<file path="config.mk">
export PLATFORM = sky130hd
export DESIGN_NAME = dly_tap_sequencer
export DESIGN_NICKNAME = d
export VERILOG_FILES = /design/src/rtl/dly_tap_sequencer_pkg.sv /design/src/rtl/dly_target_table.sv /design/src/rtl/dly_tap_sequencer.sv
export SDC_FILE = /design/constraint.sdc
export NUM_CORES = 1
export LEC_CHECK = 0
export BUFFER_PORTS_ARGS = -buffer_cell sky130_fd_sc_hd__buf_2
export CORE_MARGIN = 2
export CORE_UTILIZATION = 55
export CTS_CLUSTER_DIAMETER = 120
export DETAILED_ROUTE_END_ITERATION = 12
export PLACE_DENSITY = 0.73
export SLEW_MARGIN = 20
export SYNTH_ARGS = -nofsm -noshare
export SYNTH_HDL_FRONTEND = slang
export SYNTH_SLANG_ARGS = --single-unit
</file>
<file path="constraint.sdc">
create_clock -name i_clk -period 3.7 [get_ports i_clk]
set_input_delay 0.555 -clock i_clk [delete_from_list [all_inputs] [get_ports i_clk]]
set_output_delay 0.555 -clock i_clk [all_outputs]
set_load 0.02 [all_outputs]
</file>
<file path="src/rtl/dly_tap_sequencer_pkg.sv">
// Shared definitions for the delay-tap calibration sequencer: widths, default
// tap count and the sequencer state encoding.
package dly_tap_sequencer_pkg;

  localparam int ADDR_W       = 5;
  localparam int TAP_W        = 6;
  localparam int NUM_TAPS_DEF = 20;

  typedef enum logic [2:0] {
    ST_IDLE    = 3'd0,
    ST_SELECT  = 3'd1,
    ST_COMPARE = 3'd2,
    ST_ADJUST  = 3'd3,
    ST_WAIT    = 3'd4,
    ST_NEXT    = 3'd5,
    ST_FINISH  = 3'd6
  } state_t;

endpackage

</file>
<file path="src/rtl/dly_target_table.sv">
// Per-tap calibration target storage: one synchronous write port and one
// asynchronous read port; out-of-range writes are dropped.
module dly_target_table
  import dly_tap_sequencer_pkg::*;
#(
  parameter int NUM_TAPS = NUM_TAPS_DEF
) (
  input  logic              i_clk,
  input  logic              i_reset,
  input  logic              i_we,
  input  logic [ADDR_W-1:0] i_waddr,
  input  logic [TAP_W-1:0]  i_wdata,
  input  logic [ADDR_W-1:0] i_raddr,
  output logic [TAP_W-1:0]  o_rdata
);

  localparam logic [ADDR_W-1:0] LAST_ADDR = ADDR_W'(NUM_TAPS - 1);

  logic [TAP_W-1:0] r_mem [NUM_TAPS];

  always_ff @(posedge i_clk) begin
    if (i_reset) begin
      for (int i = 0; i < NUM_TAPS; i++) begin
        r_mem[i] <= '0;
      end
    end else if (i_we && (i_waddr <= LAST_ADDR)) begin
      r_mem[i_waddr] <= i_wdata;
    end
  end

  assign o_rdata = (i_raddr <= LAST_ADDR) ? r_mem[i_raddr] : '0;

endmodule

</file>
<file path="src/rtl/dly_tap_sequencer.sv">
// Walks every enabled delay tap, nudging it one step at a time until its
// readback matches the stored target or the per-tap step budget runs out.
module dly_tap_sequencer
  import dly_tap_sequencer_pkg::*;
#(
  parameter int NUM_TAPS      = NUM_TAPS_DEF,
  parameter int SETTLE_CYCLES = 2,
  parameter int MAX_STEPS     = 63
) (
  input  logic                i_clk,
  input  logic                i_reset,
  input  logic                i_start,
  input  logic [NUM_TAPS-1:0] i_tap_en,
  input  logic                i_target_we,
  input  logic [ADDR_W-1:0]   i_target_addr,
  input  logic [TAP_W-1:0]    i_target_val,
  input  logic [TAP_W-1:0]    i_dly_tap_value,
  output logic [ADDR_W-1:0]   o_dly_addr,
  output logic                o_dly_adj,
  output logic                o_dly_incdec,
  output logic                o_busy,
  output logic                o_done,
  output logic                o_error,
  output logic [ADDR_W-1:0]   o_err_addr
);

  localparam int STEP_W = $clog2(MAX_STEPS + 1);
  localparam logic [ADDR_W-1:0] LAST_ADDR  = ADDR_W'(NUM_TAPS - 1);
  localparam logic [3:0]        SETTLE_END = 4'(SETTLE_CYCLES - 1);
  localparam logic [STEP_W-1:0] STEP_LIMIT = STEP_W'(MAX_STEPS);

  state_t              r_state;
  state_t              w_state_next;
  logic [ADDR_W-1:0]   r_addr;
  logic                r_first;
  logic [STEP_W-1:0]   r_steps;
  logic [3:0]          r_settle;
  logic                r_incdec;
  logic                r_error;
  logic [ADDR_W-1:0]   r_err_addr;

  logic [TAP_W-1:0]    w_target;
  logic                w_match;
  logic                w_settled;
  logic                w_exhausted;
  logic                w_at_last;
  logic [ADDR_W-1:0]   w_addr_inc;
  logic [ADDR_W-1:0]   w_cand_addr;
  logic                w_cand_en;
  logic                w_table_we;

  // Table writes are only honoured while no pass is using the targets.
  assign w_table_we = i_target_we && !o_busy;

  dly_target_table #(
    .NUM_TAPS (NUM_TAPS)
  ) u_table (
    .i_clk   (i_clk),
    .i_reset (i_reset),
    .i_we    (w_table_we),
    .i_waddr (i_target_addr),
    .i_wdata (i_target_val),
    .i_raddr (r_addr),
    .o_rdata (w_target)
  );

  assign w_match     = (w_target == i_dly_tap_value);
  assign w_settled   = (r_settle == SETTLE_END);
  assign w_exhausted = (r_steps >= STEP_LIMIT);
  assign w_at_last   = (r_addr == LAST_ADDR);
  assign w_addr_inc  = r_addr + ADDR_W'(1);
  // The first NEXT cycle of a pass evaluates tap 0 itself rather than advancing.
  assign w_cand_addr = r_first ? r_addr : w_addr_inc;
  assign w_cand_en   = i_tap_en[w_cand_addr];

  always_ff @(posedge i_clk) begin
    if (i_reset) begin
      r_state <= ST_IDLE;
    end else begin
      r_state <= w_state_next;
    end
  end

  always_comb begin
    w_state_next = r_state;
    case (r_state)
      ST_IDLE:    if (i_start) w_state_next = ST_NEXT;
      ST_SELECT:  if (w_settled) w_state_next = ST_COMPARE;
      ST_COMPARE: begin
        if (w_match || w_exhausted) w_state_next = ST_NEXT;
        else                        w_state_next = ST_ADJUST;
      end
      ST_ADJUST:  w_state_next = ST_WAIT;
      ST_WAIT:    if (w_settled) w_state_next = ST_COMPARE;
      ST_NEXT: begin
        if (!r_first && w_at_last) w_state_next = ST_FINISH;
        else if (w_cand_en)        w_state_next = ST_SELECT;
        else                       w_state_next = ST_NEXT;
      end
      ST_FINISH:  w_state_next = ST_IDLE;
      default:    w_state_next = ST_IDLE;
    endcase
  end

  always_comb begin
    o_dly_adj = (r_state == ST_ADJUST);
    o_busy    = (r_state != ST_IDLE) && (r_state != ST_FINISH);
    o_done    = (r_state == ST_FINISH);
  end

  always_ff @(posedge i_clk) begin
    if (i_reset) begin
      r_addr     <= '0;
      r_first    <= 1'b0;
      r_steps    <= '0;
      r_settle   <= '0;
      r_incdec   <= 1'b0;
      r_error    <= 1'b0;
      r_err_addr <= '0;
    end else begin
      case (r_state)
        ST_IDLE: begin
          if (i_start) begin
            r_error    <= 1'b0;
            r_err_addr <= '0;
            r_addr     <= '0;
            r_first    <= 1'b1;
          end
        end
        ST_SELECT: begin
          r_steps  <= '0;
          r_settle <= w_settled ? 4'd0 : r_settle + 4'd1;
        end
        ST_WAIT: begin
          r_settle <= w_settled ? 4'd0 : r_settle + 4'd1;
        end
        ST_COMPARE: begin
          if (!w_match && !w_exhausted) begin
            r_incdec <= (w_target > i_dly_tap_value);
          end
          if (!w_match && w_exhausted) begin
            r_error <= 1'b1;
            if (!r_error) r_err_addr <= r_addr;
          end
        end
        ST_ADJUST: begin
          r_steps <= r_steps + STEP_W'(1);
        end
        ST_NEXT: begin
          r_first <= 1'b0;
          if (r_first || !w_at_last) r_addr <= w_cand_addr;
        end
        default: ;
      endcase
    end
  end

  assign o_dly_addr   = r_addr;
  assign o_dly_incdec = r_incdec;
  assign o_error      = r_error;
  assign o_err_addr   = r_err_addr;

endmodule
</file>
# == After elaboration in Yosys (flattened, before gate mapping) ==
# Memories as Yosys holds them, arrays and structs flattened. A register that Yosys moved wholly into a read port is not among the register bits.
# Cells that the tools add are included.
# classes
n_eq_ne,15
magnitude_cmp,5
n_mux,33
reduce_logical,26
addsub,3
# op_table
operator,n
2-to-1 mux 5 bit,8
case mux 5 bit (2 select lines),2
2-to-1 mux 3 bit,5
case mux 3 bit (5 select lines),1
2-to-1 mux 6 bit,2
case mux 6 bit (2 select lines),1
<= comparator 5 bit (second input constant),2
2-to-1 mux 1 bit,10
equality test 3 bit (second input constant),3
inequality test 2 bit (second input constant),4
adder 6 x 1 -> 6 bit (second input constant),1
equality test 3 x 2 -> 1 bit (second input constant),2
equality test 6 bit,1
greater-or-equal comparator 6 bit (second input constant),1
greater-than comparator 6 bit,1
logical AND 1 bit,6
less-than comparator 5 x 6 -> 1 bit (second input constant),1
AND reduction 2 bit,3
AND reduction 3 bit,2
nonzero test 2 bit,3
OR reduction 6 bit,1
adder 5 x 1 -> 5 bit (second input constant),1
binary-select mux 1 bit (select 5 bit),1
equality test 5 bit (second input constant),1
13 further kinds,19
# totals
mem_count,1
reg_bits,26
ramBits,120
elab_cells,91
output_inout_bits,15
in_bits,41
# mem_list
memory,words,width,rd,rd_ports_with_merged_regs,wr,line_no,source
u_table.r_mem,20,6,1,1,20,dly_target_table.sv:19,logic [TAP_W-1:0] r_mem [NUM_TAPS];

# == Logic depth before layout (Yosys ltp) ==
# logic_depth
depth_word,10
depth_mapped,13
mapped_depth_nobuf,11

# == Hierarchy ==
# From an unflattened synthesis, not the netlist that was laid out.
# unflattened
hier_cells,646
area_unflattened_um2,7643.6
# by_module_without_submodules
module,seq_area_each_um2,n_inst,cells_each,area_each_um2
dly_target_table,3603.5,1,412,5753.0
dly_tap_sequencer,520.5,1,234,1890.6

# == Worst setup path after synthesis ==
# No wires, ideal clock.
# synth_timing
path_type,reg2reg
startpoint,register with a tool-made name
endpoint,"register r_err_addr[0], in the netlist o_err_addr[0]"
setup_time_ps,71
path_buffers,2
setup_slack_ps,526
t_arrival_ps,3104
required_ps,3629
stages_incl_launch_ff,14
period_less_slack_ps,3174
cell_sequence,dfxtp_1 > buf_2 > clkbuf_1 > mux4_2 > mux4_2 > mux2i_1 > nor2_1 > ha_1 > nand4_1 > nor2_1 > and4bb_2 > o21a_1 > nand2b_1 > a21oi_1
# synth_lines
element,line_no,source
to (signal assigned),dly_tap_sequencer.sv:143,if (!r_error) r_err_addr <= r_addr;
to (decl),dly_tap_sequencer.sv:40,logic [ADDR_W-1:0] r_err_addr;

==> impl_metrics.toml <==
[cells_and_area]
final_common_cell = "edfxtp_1"
drive_above_1_share_pct = 22.9
register_area_um2 = 6390
nFillCells = 1325
final_cell_mix = "192 x edfxtp_1, 120 x and2_1, 72 x conb_1, 64 x mux4_2, 55 x buf_2"
multi_input_area_um2 = 3970
syn2layout_area_growth_pct = 15.5
final_nets = 874
fin_util_pct = 64.1
antenna_cells = 0

[sta]
setup-violations-final = 0
post-route-period-util_pct = 94.6
rsz0062_at_grt = "yes"
fmax_ghz = 0.286
skew_ns = 0.00585
max-slew-margin-rel_pct = 56.8
hold_viol = 0
finalSetupTns_ns = 0
tightest_slew_ns = 0.646
drv_slew = 0
period_needed_ns = 3.50

[synth]
synthFlopType = "edfxtp_1"
synth_top_area_share_pct = 55.9
synthTopCellsByArea = "edfxtp_1 56%, mux4_2 14%, and2_1 7.3%, dfxtp_1 6.0%, mux2i_1 2.1%"
postSynth.asyncResetShare_pct = 0
synth_top_area_cell = "edfxtp_1"
syn_inst = 703
yosysUniqueCellTypes = 51
synth-edff-count = 192
ys_ff_latch = 223
synth_area_per_cell_um2 = 14.7
syn_area_um2 = 10300
ys_warn_count = 0
synth_seq_area_share_pct = 61.9

[cts]
cts-root-buf = "clkbuf_16"
clk_pin_slew_ns = 0.06
cts_max_level = 1
clock_latency_ns = 0.50
cts_tree = "yes"
cts_made_buffers = 24
hold_buffers = 0
cts.sinks = 223
clockBufferDepth = 3

[routing]
via_per_inst = 5.68
drc = 0
vias = 6114
ant_nets = 0
drtIter0Drc = 461
post_drt_wl_per_cell_um = 19.4
first_pass_iters = 5
routed_wirelength_mm = 20.9

[hold_path]
worstHoldPathType = "input port to flop"

[worst_setup_path]
cp_common_cell = "mux4_2"
critPathLaunchType = "flop"
endpoint_kind = "flop"
crit_chain = "buf_12, mux4_2, mux4_2, mux2i_2, nor2_1, ha_1, nand4_1, nor2_2, and4bb_2, o21a_1, nand2b_1, a21oi_1"
cp_max_fo = 21
cpMaxStageDelayCell = "mux4_2"
slowest_delay_ns = 0.53
critical_path_required_ns = 4.12
crit_arrival_ns = 3.92
worstSetupPathType = "flop to flop"
reg2reg_slack_ns = 0.20

[global_route]
use_met3_pct = 3.43
antenna_found_initial = 0
top_usage_layer = "met2"
grt_util_all_layers_pct = 22.0
grt_pass1_vias = 6351
use_met2_pct = 37.1
grt_start_max_net_pins = 49
grt.overflow.total = 0
grt_pass1_wl_mm = 34.0
met1_usage_pct = 30.6

[job]
drv_cap = 0

[floorplanning]
die_h_um = 141
row_count = 50
start_util_pct = 55.5
io_pins = 56
die_x_um = 141
coreArea_um2 = 18600
die-area_um2 = 19900

[power_and_ir_drop]
p_leak_uw = 0.00438
pwr-share-clk_pct = 39.9
switchingPower_uw = 1420
peakVddDrop_uv = 313
p_comb_share_pct = 11.9
power_frac_seq_pct = 48.2
p_per_area_nw_per_um2 = 516
p_int_uw = 4730
p_sw_share_pct = 23.1

[place]
io_buffers = 55
dp_hpwl_mm = 14.1
gp_congestion = 0.873

[status]
status = "complete, no violations"
-- critical path: cells and delay by family (launching register included) --
family / cells / cell delay [ns]
adder cells (fa/ha/maj): 1 / 0.31
buffers and inverters: 1 / 0.21
flip-flops: 1 / 0.37
AO/OA/AOI/OAI: 2 / 0.40
multiplexers: 3 / 1.27
AND/OR/NAND/NOR: 5 / 0.84
-- routing by layer --
| metal | wire length (um) | share of wire, % |
|---|---|---|
| met4 | 451 | 2.2 |
| met5 | 0 | 0 |
| met2 | 10400 | 50 |
| met1 | 8760 | 42 |
| met3 | 1330 | 6.4 |
-- stage by stage --
| stage | worst slack [ns] | hold slack, ns | total power, uW | instance area [um^2] | std cells |
|---|---|---|---|---|---|
| after floorplan | 0.526 | 0.449 | 3530 | 10600 | 774 |
| after global placement | 0.175 | 0.449 | 3700 | 11100 | 1033 |
| after detailed placement | 0.220 | 0.466 | 3730 | 11100 | 1033 |
| after CTS | 0.140 | 0.392 | 6180 | 11900 | 1077 |
| after global routing | -0.00315 | 0.430 | 6370 | 11900 | 1077 |
| final | 0.201 | 0.425 | 6150 | 11900 | 1077 |
-- cells in the mapped netlist, types with 3 or more instances --
master      n
nand4_1     7
o21ai_0     7
xnor2_1     3
nand2_1    25
or2_2      20
mux2i_1    22
nor2b_1     7
a32o_1      3
edfxtp_1  192
buf_2       4
nand3_1     8
a31oi_1     3
nor3_1     13
dfxtp_1    31
clkbuf_1   32
inv_1       9
mux4_2     64
nor2_1     53
buf_6       4
o21a_1      4
a21oi_1    16
nand2b_1    7
xor2_1      5
and2_1    120
nand3b_1    3
ha_1        8
-- state kept, by name, summed over array words and instances, names as in the netlist, named ones only --
signal         count
r_steps            6
o_dly_addr         5
r_settle           4
r_state            3
o_err_addr         5
u_table.r_mem    192
o_dly_incdec       1
r_first            1
o_error            1
-- cell type report --
cell class,instances,area share [%]
multi-input cells,499,33.4
inverters,10,0.315
clock buffers,34,5.62
repair buffers,67,3.38
well taps,234,2.46
clock inverters,10,1.23
flip-flops and latches,223,53.6
-- cell families after synthesis --
| family | synth area share [%] |
|---|---|
| xor+xnor | 0.679 |
| mux | 16.2 |
| other cells | 0.0364 |
| fa+ha+maj | 0.970 |
| buf+inv | 2.27 |
| compound gates | 3.11 |
| simple gates | 14.8 |
| flops | 61.9 |
-- timing repair --
item	CTS	global route
setup endpoints to repair	0	6
resized for setup	0	3
setup buffers	0	0
-- power groups by stage --
stage          sequential, uW  combinational [uW]  clock [uW]
6_report                 2960                 734        2450
5_1_grt                  2970                 804        2600
4_1_cts                  2960                 724        2490
3_5_place_dp             3010                 720           0
3_3_place_gp             3010                 697           0
2_1_floorplan            2970                 557           0
-- final timing paths --
check	from	to	cells after the start
setup / recovery	flop	o_err_addr[2]	12
hold / removal	i_start	r_state[0]	3
setup reg to reg	flop	o_err_addr[2]	12
hold reg to reg	o_err_addr[0]	o_err_addr[0]	2
Power figures use the tool's default switching activity.
